File: config.mk
export PLATFORM = sky130hd
export DESIGN_NAME = cpu_clock_ctrl_flat
export DESIGN_NICKNAME = d
export VERILOG_FILES = /design/src/rtl/cpu_ctrl_pkg.sv /design/src/rtl/cpu_clock_ctrl_if.sv /design/src/rtl/input_debouncer.sv /design/src/rtl/cpu_clock_ctrl.sv /design/src/flat_wrapper.sv
export SDC_FILE = /design/constraint.sdc
export NUM_CORES = 1
export LEC_CHECK = 0
export ABC_AREA = 1
export CORE_MARGIN = 5
export CORE_UTILIZATION = 30
export DETAILED_ROUTE_END_ITERATION = 7
export PLACE_DENSITY_LB_ADDON = 0.3
export SLEW_MARGIN = 15
export SYNTH_ARGS = -nofsm -noshare
export SYNTH_HDL_FRONTEND = slang
export SYNTH_SLANG_ARGS = --single-unit
File: constraint.sdc
create_clock -name clk -period 1.92 [get_ports clk]
set_clock_uncertainty 0.2 [all_clocks]
set_input_delay 0.192 -clock clk [delete_from_list [all_inputs] [get_ports clk]]
set_output_delay 0.192 -clock clk [all_outputs]
set_load 0.005 [all_outputs]
File: src/rtl/cpu_ctrl_pkg.sv
// Shared types for the run/step clock-enable sequencer.
package cpu_ctrl_pkg;

    // Sequencer state, also exported on the mode output. Encoding 3 is unused
    // and treated as IDLE by the state machine.
    typedef enum logic [1:0] {
        MODE_IDLE = 2'd0,
        MODE_RUN  = 2'd1,
        MODE_HALT = 2'd2
    } run_mode_t;

endpackage

File: src/rtl/cpu_clock_ctrl_if.sv
// Operator inputs, halt request and clock-enable status between the device
// I/O mapping (master) and the run/step sequencer (slave).
interface cpu_clock_ctrl_if #(
    parameter int CNT_W = 16
);
    import cpu_ctrl_pkg::*;

    logic             clk_auto_en;
    logic             clk_step;
    logic             halt;
    logic             cpu_ce;
    run_mode_t        mode;
    logic [CNT_W-1:0] tick_count;

    modport master (
        output clk_auto_en,
        output clk_step,
        output halt,
        input  cpu_ce,
        input  mode,
        input  tick_count
    );

    modport slave (
        input  clk_auto_en,
        input  clk_step,
        input  halt,
        output cpu_ce,
        output mode,
        output tick_count
    );
endinterface

File: src/rtl/input_debouncer.sv
// Synchronizer chain plus debounce counter for one asynchronous operator input.
// The stable level only follows the synced input after it has differed from
// the stable level for DEBOUNCE_CYCLES consecutive cycles.
module input_debouncer #(
    parameter int SYNC_STAGES     = 2,
    parameter int DEBOUNCE_CYCLES = 500_000
) (
    input  logic clk,
    input  logic reset,
    input  logic raw,
    output logic level
);
    localparam int DB_W = $clog2(DEBOUNCE_CYCLES + 1);

    logic [SYNC_STAGES-1:0] sync_q;
    logic [DB_W-1:0]        cnt_q;
    logic                   stable_q;
    logic                   synced;

    assign synced = sync_q[SYNC_STAGES-1];

    // Metastability chain: raw enters at bit 0 and leaves at the top bit.
    always_ff @(posedge clk) begin
        if (reset) begin
            sync_q <= '0;
        end else begin
            sync_q <= {sync_q[SYNC_STAGES-2:0], raw};
        end
    end

    // Count consecutive disagreeing cycles; accept the new level at the limit.
    always_ff @(posedge clk) begin
        if (reset) begin
            cnt_q    <= '0;
            stable_q <= 1'b0;
        end else if (synced == stable_q) begin
            cnt_q <= '0;
        end else if (cnt_q == DB_W'(DEBOUNCE_CYCLES - 1)) begin
            cnt_q    <= '0;
            stable_q <= synced;
        end else begin
            cnt_q <= cnt_q + DB_W'(1);
        end
    end

    assign level = stable_q;
endmodule

File: src/rtl/cpu_clock_ctrl.sv
// Run/step sequencer: turns the debounced run switch and step button into
// single-cycle CPU clock-enable pulses, tracks the run mode and counts pulses.
module cpu_clock_ctrl
    import cpu_ctrl_pkg::*;
#(
    parameter int SYNC_STAGES     = 2,
    parameter int DEBOUNCE_CYCLES = 500_000,
    parameter int AUTO_DIV        = 25_000_000,
    parameter int CNT_W           = 16
) (
    input  logic                 clk,
    input  logic                 reset,
    cpu_clock_ctrl_if.slave      bus
);
    localparam int DIV_W = $clog2(AUTO_DIV);

    logic             auto_on;
    logic             step_level;
    logic             step_level_q;
    logic             step_rise;

    run_mode_t        state_q, state_d;
    logic [DIV_W-1:0] div_q, div_d;
    logic             ce_q, ce_d;
    logic [CNT_W-1:0] tick_q;

    input_debouncer #(
        .SYNC_STAGES    (SYNC_STAGES),
        .DEBOUNCE_CYCLES(DEBOUNCE_CYCLES)
    ) u_auto_db (
        .clk  (clk),
        .reset(reset),
        .raw  (bus.clk_auto_en),
        .level(auto_on)
    );

    input_debouncer #(
        .SYNC_STAGES    (SYNC_STAGES),
        .DEBOUNCE_CYCLES(DEBOUNCE_CYCLES)
    ) u_step_db (
        .clk  (clk),
        .reset(reset),
        .raw  (bus.clk_step),
        .level(step_level)
    );

    // Delayed debounced step level for rising-edge detection.
    always_ff @(posedge clk) begin
        if (reset) begin
            step_level_q <= 1'b0;
        end else begin
            step_level_q <= step_level;
        end
    end

    assign step_rise = step_level & ~step_level_q;

    // State, divider, clock-enable and pulse counter registers.
    always_ff @(posedge clk) begin
        if (reset) begin
            state_q <= MODE_IDLE;
            div_q   <= '0;
            ce_q    <= 1'b0;
            tick_q  <= '0;
        end else begin
            state_q <= state_d;
            div_q   <= div_d;
            ce_q    <= ce_d;
            if (ce_d) begin
                tick_q <= tick_q + CNT_W'(1);
            end
        end
    end

    // Next-state, divider and pulse decision; halt overrides any pulse.
    always_comb begin
        state_d = state_q;
        div_d   = div_q;
        ce_d    = 1'b0;
        case (state_q)
            MODE_RUN: begin
                if (bus.halt) begin
                    state_d = MODE_HALT;
                end else if (!auto_on) begin
                    state_d = MODE_IDLE;
                    div_d   = '0;
                end else if (div_q == DIV_W'(AUTO_DIV - 1)) begin
                    ce_d  = 1'b1;
                    div_d = '0;
                end else begin
                    div_d = div_q + DIV_W'(1);
                end
            end
            MODE_HALT: begin
                state_d = MODE_HALT;
            end
            default: begin
                if (bus.halt) begin
                    state_d = MODE_HALT;
                end else begin
                    ce_d = step_rise;
                    if (auto_on) begin
                        state_d = MODE_RUN;
                        div_d   = '0;
                    end else begin
                        state_d = MODE_IDLE;
                    end
                end
            end
        endcase
    end

    assign bus.cpu_ce     = ce_q;
    assign bus.mode       = state_q;
    assign bus.tick_count = tick_q;
endmodule
File: src/flat_wrapper.sv
// flat-port wrapper written by rule: the top's interface ports become plain ports
module cpu_clock_ctrl_flat import cpu_ctrl_pkg::*;
#(
    parameter int SYNC_STAGES     = 2,
    parameter int DEBOUNCE_CYCLES = 500_000,
    parameter int AUTO_DIV        = 25_000_000,
    parameter int CNT_W           = 16
)
  (clk, reset, bus_clk_auto_en, bus_clk_step, bus_halt, bus_cpu_ce, bus_mode, bus_tick_count);
  cpu_clock_ctrl_if #(.CNT_W(CNT_W)) bus_i ();
  input  logic clk;
  input  logic reset;
  input wire logic [$bits(bus_i.clk_auto_en)-1:0] bus_clk_auto_en;
  input wire logic [$bits(bus_i.clk_step)-1:0] bus_clk_step;
  input wire logic [$bits(bus_i.halt)-1:0] bus_halt;
  output wire logic [$bits(bus_i.cpu_ce)-1:0] bus_cpu_ce;
  output wire logic [$bits(bus_i.mode)-1:0] bus_mode;
  output wire logic [$bits(bus_i.tick_count)-1:0] bus_tick_count;
  assign bus_i.clk_auto_en = bus_clk_auto_en;
  assign bus_i.clk_step = bus_clk_step;
  assign bus_i.halt = bus_halt;
  assign bus_cpu_ce = bus_i.cpu_ce;
  assign bus_mode = bus_i.mode;
  assign bus_tick_count = bus_i.tick_count;
  cpu_clock_ctrl #(.SYNC_STAGES(SYNC_STAGES), .DEBOUNCE_CYCLES(DEBOUNCE_CYCLES), .AUTO_DIV(AUTO_DIV), .CNT_W(CNT_W)) u_core (.clk(clk), .reset(reset), .bus(bus_i));
endmodule
# ---- After elaboration in Yosys (flattened, before gate mapping)
# Cells that the tools add are included.
dict set report totals {
  in_bits 5
  elab_cells 51
  register_bits 89
}
dict set report op_classes {
  n_bitwise 6
  muxes 16
  eq_ne 8
  add_sub_neg 4
  n_reduce_logical 6
}
# cell n
set op_table {}
lappend op_table {{2-to-1 mux 25 bit} 5}
lappend op_table {{one-hot mux 25 bit (2 select lines)} 1}
lappend op_table {{adder 19 x 1 -> 19 bit, second input constant} 2}
lappend op_table {{== test 19 bit, second input constant} 2}
lappend op_table {{adder 25 x 1 -> 25 bit, second input constant} 1}
lappend op_table {{== test 25 bit, second input constant} 1}
lappend op_table {{adder 16 x 1 -> 16 bit, second input constant} 1}
lappend op_table {{2-to-1 mux 2 bit} 3}
lappend op_table {{OR reduction 3 bit} 2}
lappend op_table {{2-to-1 mux 1 bit} 5}
lappend op_table {{inverter 1 bit} 5}
lappend op_table {{one-hot mux 2 bit (2 select lines)} 1}
lappend op_table {{AND reduction 2 bit} 2}
lappend op_table {{!= test 3 bit, second input constant} 1}
lappend op_table {{AND reduction 3 bit} 1}
lappend op_table {{== test 1 bit} 2}
lappend op_table {{== test 2 x 1 -> 1 bit, second input constant} 1}
lappend op_table {{== test 2 bit, second input constant} 1}
lappend op_table {{one-hot mux 1 bit (2 select lines)} 1}
lappend op_table {{nonzero test 2 bit} 1}
lappend op_table {{bitwise AND 1 bit} 1}

# ---- Logic depth before layout (Yosys ltp)
# Gate-level depths: netlist of run 1.
dict set report logic_depth {
  ltp_word 5
  mapped_depth 12
}

# ---- Hierarchy
# A second synthesis of run 1 with hierarchy kept.
dict set report hier_totals {
  cells_unflattened 789
  area_unflattened_um2 4987.3
}
# module cells_each seq_area_each_um2 instances area_each_um2
set modules_own_cells {}
lappend modules_own_cells {cpu_clock_ctrl 429 900.9 1 2662.6}
lappend modules_own_cells {input_debouncer 180 440.4 2 1162.4}

# ---- Worst setup path after synthesis of run 1
# Ideal clock, no wire load.
dict set report synth_path {
  path_type {register -> register}
  start {register u_core.state_q[0], in the netlist u_core.bus.mode[0]}
  end {register u_core.div_q[12]}
  setup_slack_ns 0.124
  path_stages_with_launch 10
  period_less_slack_ns 1.796
  arrival_time_ns 1.479
  required_time_ns 1.602
  setup_ns 0.118
  cell_sequence {dfxtp_1 -> inv_1 -> ha_1 -> nor2_2 -> o21ai_2 -> nor3_1 -> nand2_1 -> nor2_1 -> nand3_1 -> nor3b_1}
}
dict set report synth_between {
  elab_chain_len 3
}
# element line_no
set synth_lines {}
lappend synth_lines {{start: declaration} cpu_clock_ctrl.sv:22} ;# run_mode_t state_q, state_d;
lappend synth_lines {{start signal: assignment} cpu_clock_ctrl.sv:66} ;# state_q <= state_d;
lappend synth_lines {{== test 2 x 1 -> 1 bit / == test 2 bit (equally long branches)} cpu_clock_ctrl.sv:80} ;# case (state_q)
lappend synth_lines {{nonzero test 2 bit (no source line) / inverter 1 bit (equally long branches)} n/a}
lappend synth_lines {{AND reduction 3 bit (no source line)} n/a}
lappend synth_lines {{end signal: assignment} cpu_clock_ctrl.sv:67} ;# div_q <= div_d;
lappend synth_lines {{end: declaration} cpu_clock_ctrl.sv:23} ;# logic [DIV_W-1:0] div_q, div_d;
# Several ways; a longest one is shown, not always the timed one.
# A chain may end at the register's enable or synchronous reset.

# ---- Worst setup path after layout of run 1
dict set report layout_path {
  start {register u_core.state_q[0], in the netlist u_core.bus.mode[0]}
  end {register u_core.div_q[11]}
}
# The elaborated chain is that of the path after synthesis.

==> impl_metrics.tcl, run 1 <==
set metrics [dict create \
    outcome "finished, final reports clean" \
    slew_headroom 0.633 \
    cp_data_arrival_time_ns 1.88 \
    htreeDepth 3 \
    diodes 0 \
    hold_violations 0 \
    p_sw_frac 0.228 \
    drt-wirelength-per-cell_um 11.6 \
    ant_nets 0 \
    crit_family "simple AND/OR/NAND/NOR gates" \
    die_y_um 135 \
    crit_path_top_delay_cell "dfxtp_2" \
    period_share 0.958 \
    overflow 0 \
    areaGrowthSynthToFinish_pct 30.6 \
    grt_pass1_wl_mm 19.2 \
    start_kind "flop" \
    layout-drive-gt1-share 0.225 \
    via_count 4335 \
    cp_cell_sequence "inv_2 -> ha_4 -> nor2_4 -> o21ai_4 -> buf_6 -> nor3_4 -> nand2_2 -> nor2_4 -> nand2_1 -> inv_2 -> nor3_4" \
    end_kind "flop" \
    synth_area_um2 4720 \
    worst_slack_ns 0.0798 \
    seq_area_frac_synth 0.378 \
    pwr-share-comb 0.026 \
    synth_fp_nets 684 \
    yosys_warnings 0 \
    placedCellCount 957 \
    syn_area_per_cell_um2 7.01 \
    power_density_nw_per_um2 591 \
    clockRootBuffer "clkbuf_16" \
    final_cells 979 \
    fin_util 0.402 \
    total_power_mw 3.64 \
    clock_power_share 0.464 \
    core_area_um2 15300 \
    die_w_um 135 \
    rows 45 \
    ioPinCount 24 \
    wirelength_mm 11.3 \
    numCtsBuffers 9 \
    clkTransAtPathRegs_ns 0.07 \
    n_fill_cell 1667 \
    worstPathBufferInverterCount 3 \
    grt_max_degree 24 \
    fmax_mhz 543 \
    slowest_delay_ns 0.35 \
    final_nets 774 \
    setup_viol 0 \
    fin_crit_ns 1.84 \
    start_util 0.308 \
    ys_types 37 \
    p_int_mw 2.81 \
    port_buffers 23 \
    hold_path.class "in2reg" \
    place_ws_ns -0.0562 \
    ctsHoldBuffers 0 \
    yosys_register_bits 89 \
    p_leak_nw 2.23 \
    drc 0 \
    worstSkewPairLatency_ns 0.34 \
    drv_cap 0 \
    crit_type "reg2reg" \
    max_slew.worst_pin.slew_ns 0.550 \
    clockBufferDepth 2 \
    seq_power_share 0.510 \
    cts_sinks 89 \
    first_pass_iters 7 \
    drt_iter0_markers 167 \
    antenna_found_initial 0 \
    dieArea_um2 18300 \
    p_sw_mw 0.830 \
    synthCells 673 \
    place_congestion 0.825 \
    cts_tree "done" \
    irDropWorstVdd_v 0.000447 \
    grt_usage 0.127 \
    holdWs_ns 0.159 \
    grt_pass1_vias 4083 \
    cp_data_required_time_ns 1.96 \
    dp_hpwl_mm 8.29 \
    viasPerCell 4.43 \
    worst-path-max-fanout 5 \
    timing.final.max_slew_violations 0 \
    rsz0062_at_grt "true" \
]
==> layout make-up <==
cell class	instances	area [um2]	share of cell area
clock buffers	11	243	0.0394
multi-input cells	495	2760	0.448
repair buffers	88	762	0.124
inverters	80	303	0.0492
clock inverters	5	37.5	0.00610
well taps	211	264	0.0429
flip-flops and latches	89	1790	0.290
==> sequential cells by signal (all words and copies together) (netlist names) <==
name	count
u_core.u_auto_db.sync_q	2
u_core.u_step_db.cnt_q	19
u_core.bus.cpu_ce	1
u_core.step_level_q	1
u_core.u_auto_db.level	1
u_core.u_step_db.sync_q	2
u_core.bus.mode	2
u_core.bus.tick_count	16
u_core.u_auto_db.cnt_q	19
u_core.div_q	25
u_core.u_step_db.level	1
==> cell usage after synthesis <==
master / number / area [um2]
nand2_1: 135 / 507
nor2_1: 102 / 383
dfxtp_1: 89 / 1780
inv_1: 76 / 285
nand3_1: 52 / 260
a21oi_1: 36 / 180
nor3_1: 33 / 165
xor2_1: 18 / 158
nand4_1: 16 / 100
nand2_2: 15 / 93.8
xnor2_1: 11 / 96.3
or2_2: 10 / 62.6
a21oi_2: 9 / 78.8
nor2_2: 8 / 50.1
ha_1: 6 / 75.1
buf_6: 5 / 56.3
nand3_2: 5 / 50.1
nand3b_1: 5 / 37.5
nor3b_1: 5 / 37.5
o21ai_0: 5 / 25.0
nor2_4: 4 / 45.0
clkbuf_1: 3 / 11.3
inv_2: 3 / 11.3
nor3_2: 3 / 30.0
nor4_1: 3 / 18.8
o21ai_1: 3 / 15.0
buf_2: 2 / 10.0
nand2_4: 2 / 22.5
a31oi_1: 1 / 6.26
and2_1: 1 / 6.26
and3_1: 1 / 6.26
clkinv_2: 1 / 5.00
nor3_4: 1 / 16.3
o21a_1: 1 / 7.51
o21ai_2: 1 / 8.76
o21bai_1: 1 / 7.51
or2_1: 1 / 6.26
==> through the flow <==
step,TNS [ns],cell area [um2]
finish,0,6160
global route,-0.129,6160
CTS,0,5890
detailed placement,-0.422,5610
global placement,-0.0619,5610
floorplan,0,4720
==> per-layer routing <==
metal  GRT usage  vias to the layer above  share of wire
met4      0.0465                        0          0.015
met5           0                        -              0
met1       0.177                     1925           0.51
li1            -                     2348              -
met2       0.190                       50           0.44
met3      0.0305                       12          0.037
==> worst paths after layout <==
| path | slack [ns] | depth (start not counted) | start | end |
|---|---|---|---|---|
| hold reg to reg | 0.20 | 2 | u_core.u_auto_db.sync_q[0]$_SDFF_PP0_ | u_core.u_auto_db.sync_q[1]$_SDFF_PP0_ |
| setup reg to reg | 0.08 | 11 | u_core.bus.mode[0]$_SDFFE_PP0P_ | u_core.div_q[11]$_SDFFE_PP0P_ |
| hold / removal | 0.16 | 3 | bus_clk_step | u_core.u_step_db.sync_q[0]$_SDFF_PP0_ |
| setup / recovery | 0.08 | 11 | u_core.bus.mode[0]$_SDFFE_PP0P_ | u_core.div_q[11]$_SDFFE_PP0P_ |
==> power by group through the flow <==
stage          clock network, mW  logic [mW]  registers [mW]
3_3_place_gp                   0      0.0842            1.90
4_1_cts                     1.75      0.0848            1.85
6_report                    1.69      0.0949            1.86
5_1_grt                     1.83       0.105            1.86
3_5_place_dp                   0      0.0846            1.90
2_1_floorplan                  0      0.0438            1.90
==> layout by cell type, fill, tap and decap left out, drive strengths merged <==
cell type      instances
nand3                 57
o21ai                  9
inv                   82
xnor2                 11
xor2                  18
dfxtp                 89
ha                     6
and2                   1
buf                   65
o21bai                 1
nand3b                 5
clkdlybuf4s50         23
or2                   11
clkbuf                11
nor4                   3
o21a                   1
a31oi                  1
nand2                153
nand4                 16
clkinv                 1
nor2                 114
a21oi                 45
nor3b                  5
clkinvlp               2
and3                   1
nor3                  37
==> cells by family (layout without fill, tap and decap cells) <==
logic type               count (synthesis)  count (layout)  share of synthesized area
AO/OA/AOI/OAI                           57              57                     0.0698
flip-flops                              89              89                      0.378
AND/OR/NAND/NOR                        402             403                      0.402
XOR/XNOR                                29              29                     0.0538
adder cells (fa/ha/maj)                  6               6                     0.0159
buffers and inverters                   90             184                     0.0804
==> worst register-to-register path: stages, from the launching register on <==
cell     delay (ns)
dfxtp_2        0.35
inv_2          0.05
ha_4           0.16
nor2_4         0.13
o21ai_4        0.09
buf_6          0.13
nor3_4         0.17
nand2_2        0.10
nor2_4         0.18
nand2_1        0.09
inv_2          0.07
nor3_4         0.03
==> timing repair <==
action,in CTS,in global routing
setup endpoints to repair,0,39
buffers inserted,0,5
resized for setup,0,53
(Power assumes the default switching activity.)
==> inputs of run 2 (changes only) <==
Settings changed: CORE_MARGIN 5 to 8, CORE_UTILIZATION 30 to 43.
==> run 2 against run 1 <==
  * Final cell count down 9.2%
  * Fmax down 0.20%
  * Total power down 11%
  * First-iteration DRC count up 60%
  * Global-route usage up 2.7 points
  * Critical endpoint is now u_core.bus.tick_count[2]$_SDFFE_PP0P_
  * Largest power group unchanged
  * Highest routed layer unchanged
==> impl_metrics.tcl, run 2 (synthesis gave the netlist of run 1 again) <==
set metrics [dict create \
    cp_cell_sequence "inv_2 -> ha_4 -> nand2_4 -> nor2_4 -> inv_2 -> nor2_2 -> nand3_2 -> nand2_4 -> buf_12 -> nand3_1 -> nand2_1 -> nor2_1" \
    outcome "finished, final reports clean" \
    dieArea_um2 14600 \
    cp-startpoint "u_core.bus.mode[1]$_SDFFE_PP0P_" \
    crit_type "reg2reg" \
    htreeDepth 3 \
    viasPerCell 4.95 \
    layout-drive-gt1-share 0.196 \
    areaGrowthSynthToFinish_pct 22.9 \
    ioPinCount 24 \
    stdcell_area_um2 5800 \
    r2r-start "u_core.bus.mode[1]$_SDFFE_PP0P_" \
    wirelength_mm 10.9 \
    clockBufferDepth 2 \
    slowest_delay_ns 0.35 \
    drc 0 \
    final_cell_mix "135 x nand2_1, 95 x nor2_1, 85 x dfxtp_1" \
    grt_pass1_wl_mm 18.5 \
    final_common_cell "nand2_1" \
    r2r_slack_ns 0.08 \
    cts_tree "done" \
    crit_path_top_delay_cell "dfxtp_2" \
    cp_data_required_time_ns 2.00 \
    clockRootBuffer "clkbuf_8" \
    start_util 0.437 \
    diodes 0 \
    fin_crit_ns 1.84 \
    cts_sinks 89 \
    worst-path-max-fanout 10 \
    holdWs_ns 0.129 \
    drt_iter0_markers 267 \
    setup_viol 0 \
    drv_cap 0 \
    timing.final.max_slew_violations 0 \
    hold_violations 0 \
    total_power_mw 3.25 \
    p_leak_nw 2.06 \
    die_y_um 121 \
    worst_slack_ns 0.0762 \
    setup_tns_ns 0 \
    place_ws_ns -0.0688 \
    hold_path.class "in2reg" \
    power_density_nw_per_um2 560 \
    via_count 4397 \
    place_congestion 0.892 \
    crit_family "simple AND/OR/NAND/NOR gates" \
    worstHoldStart "bus_clk_auto_en" \
    clkTransAtPathRegs_ns 0.09 \
    dpl_cell_area_um2 5360 \
    ant_nets 0 \
    n_fill_cell 987 \
    final_cells 889 \
    irDropWorstVdd_v 0.000344 \
    placedCellCount 863 \
    first_pass_iters 5 \
    antenna_found_initial 0 \
    grt_max_degree 24 \
    rows 38 \
    start_kind "flop" \
    max_slew.worst_pin.slew_ns 0.374 \
    top_regs "u_core.div_q: 25 flops, u_core.u_auto_db.cnt_q: 19 flops, u_core.u_step_db.cnt_q: 19 flops" \
    dp_hpwl_mm 8.03 \
    overflow 0 \
    numCtsBuffers 9 \
    grt_pass1_vias 4094 \
    core_area_um2 10800 \
    die_w_um 121 \
    slew_headroom 0.748 \
    worstPathBufferInverterCount 3 \
    fin_util 0.537 \
    largest_reg_flops 25 \
    end_kind "flop" \
    period_share 0.960 \
    largest-register "u_core.div_q" \
    drt-wirelength-per-cell_um 12.3 \
    worstSkewPairLatency_ns 0.37 \
    cp_data_arrival_time_ns 1.92 \
    grt_usage 0.154 \
    final_nets 755 \
    fmax_mhz 542 \
    port_buffers 23 \
]
-- run 2: changes by cell type in the layout (fill, tap and decap cells not counted), sizes merged --
| cell | previous run | this run |
|---|---|---|
| buf | 65 | 46 |
| clkinv | 1 | 5 |
| nand2 | 153 | 152 |
| clkinvlp | 2 | 1 |
| bufinv | 0 | 1 |
| inv | 82 | 79 |
-- run 2: tightest hold or removal path, stage by stage --
cell	delay [ns]
clkdlybuf4s50_1	0.39
inv_1	0.05
nor2_1	0.03
-- run 2: metal layers --
metal	GRT usage	part of all wire
met1	0.187	0.46
met2	0.249	0.47
met3	0.0336	0.039
met4	0.0804	0.024
met5	0	0
-- run 2: what timing repair did --
| item | CTS | global route |
|---|---|---|
| endpoints found under the setup margin | 6 | 39 |
| cloned | 0 | 1 |
| hold buffers | 0 | 0 |
| buffers inserted | 0 | 9 |
| pin swaps | 0 | 8 |
| gates resized for setup | 4 | 32 |
-- run 2: power by group --
part | switching [mW] | internal (mW)
registers | 0.00422 | 1.85
clock network | 0.694 | 0.606
logic | 0.0529 | 0.0429
total | 0.752 | 2.50
-- run 2: final timing paths --
| kind | cells after the start | to |
|---|---|---|
| worst max register to register | 12 | u_core.bus.tick_count[2]$_SDFFE_PP0P_ |
| worst min register to register | 2 | u_core.u_auto_db.sync_q[1]$_SDFF_PP0_ |
| worst max-delay path | 12 | u_core.bus.tick_count[2]$_SDFFE_PP0P_ |
| worst min-delay path | 3 | u_core.u_auto_db.sync_q[0]$_SDFF_PP0_ |
-- run 2: area by class of cell --
type	instances	area (um2)	share of cell area
clock buffers	10	128	0.0220
clock inverters	6	68.8	0.0119
inverters	80	302	0.0520
multi-input cells	494	2680	0.463
flip-flops and latches	89	1790	0.309
well taps	140	175	0.0302
repair buffers	70	654	0.113
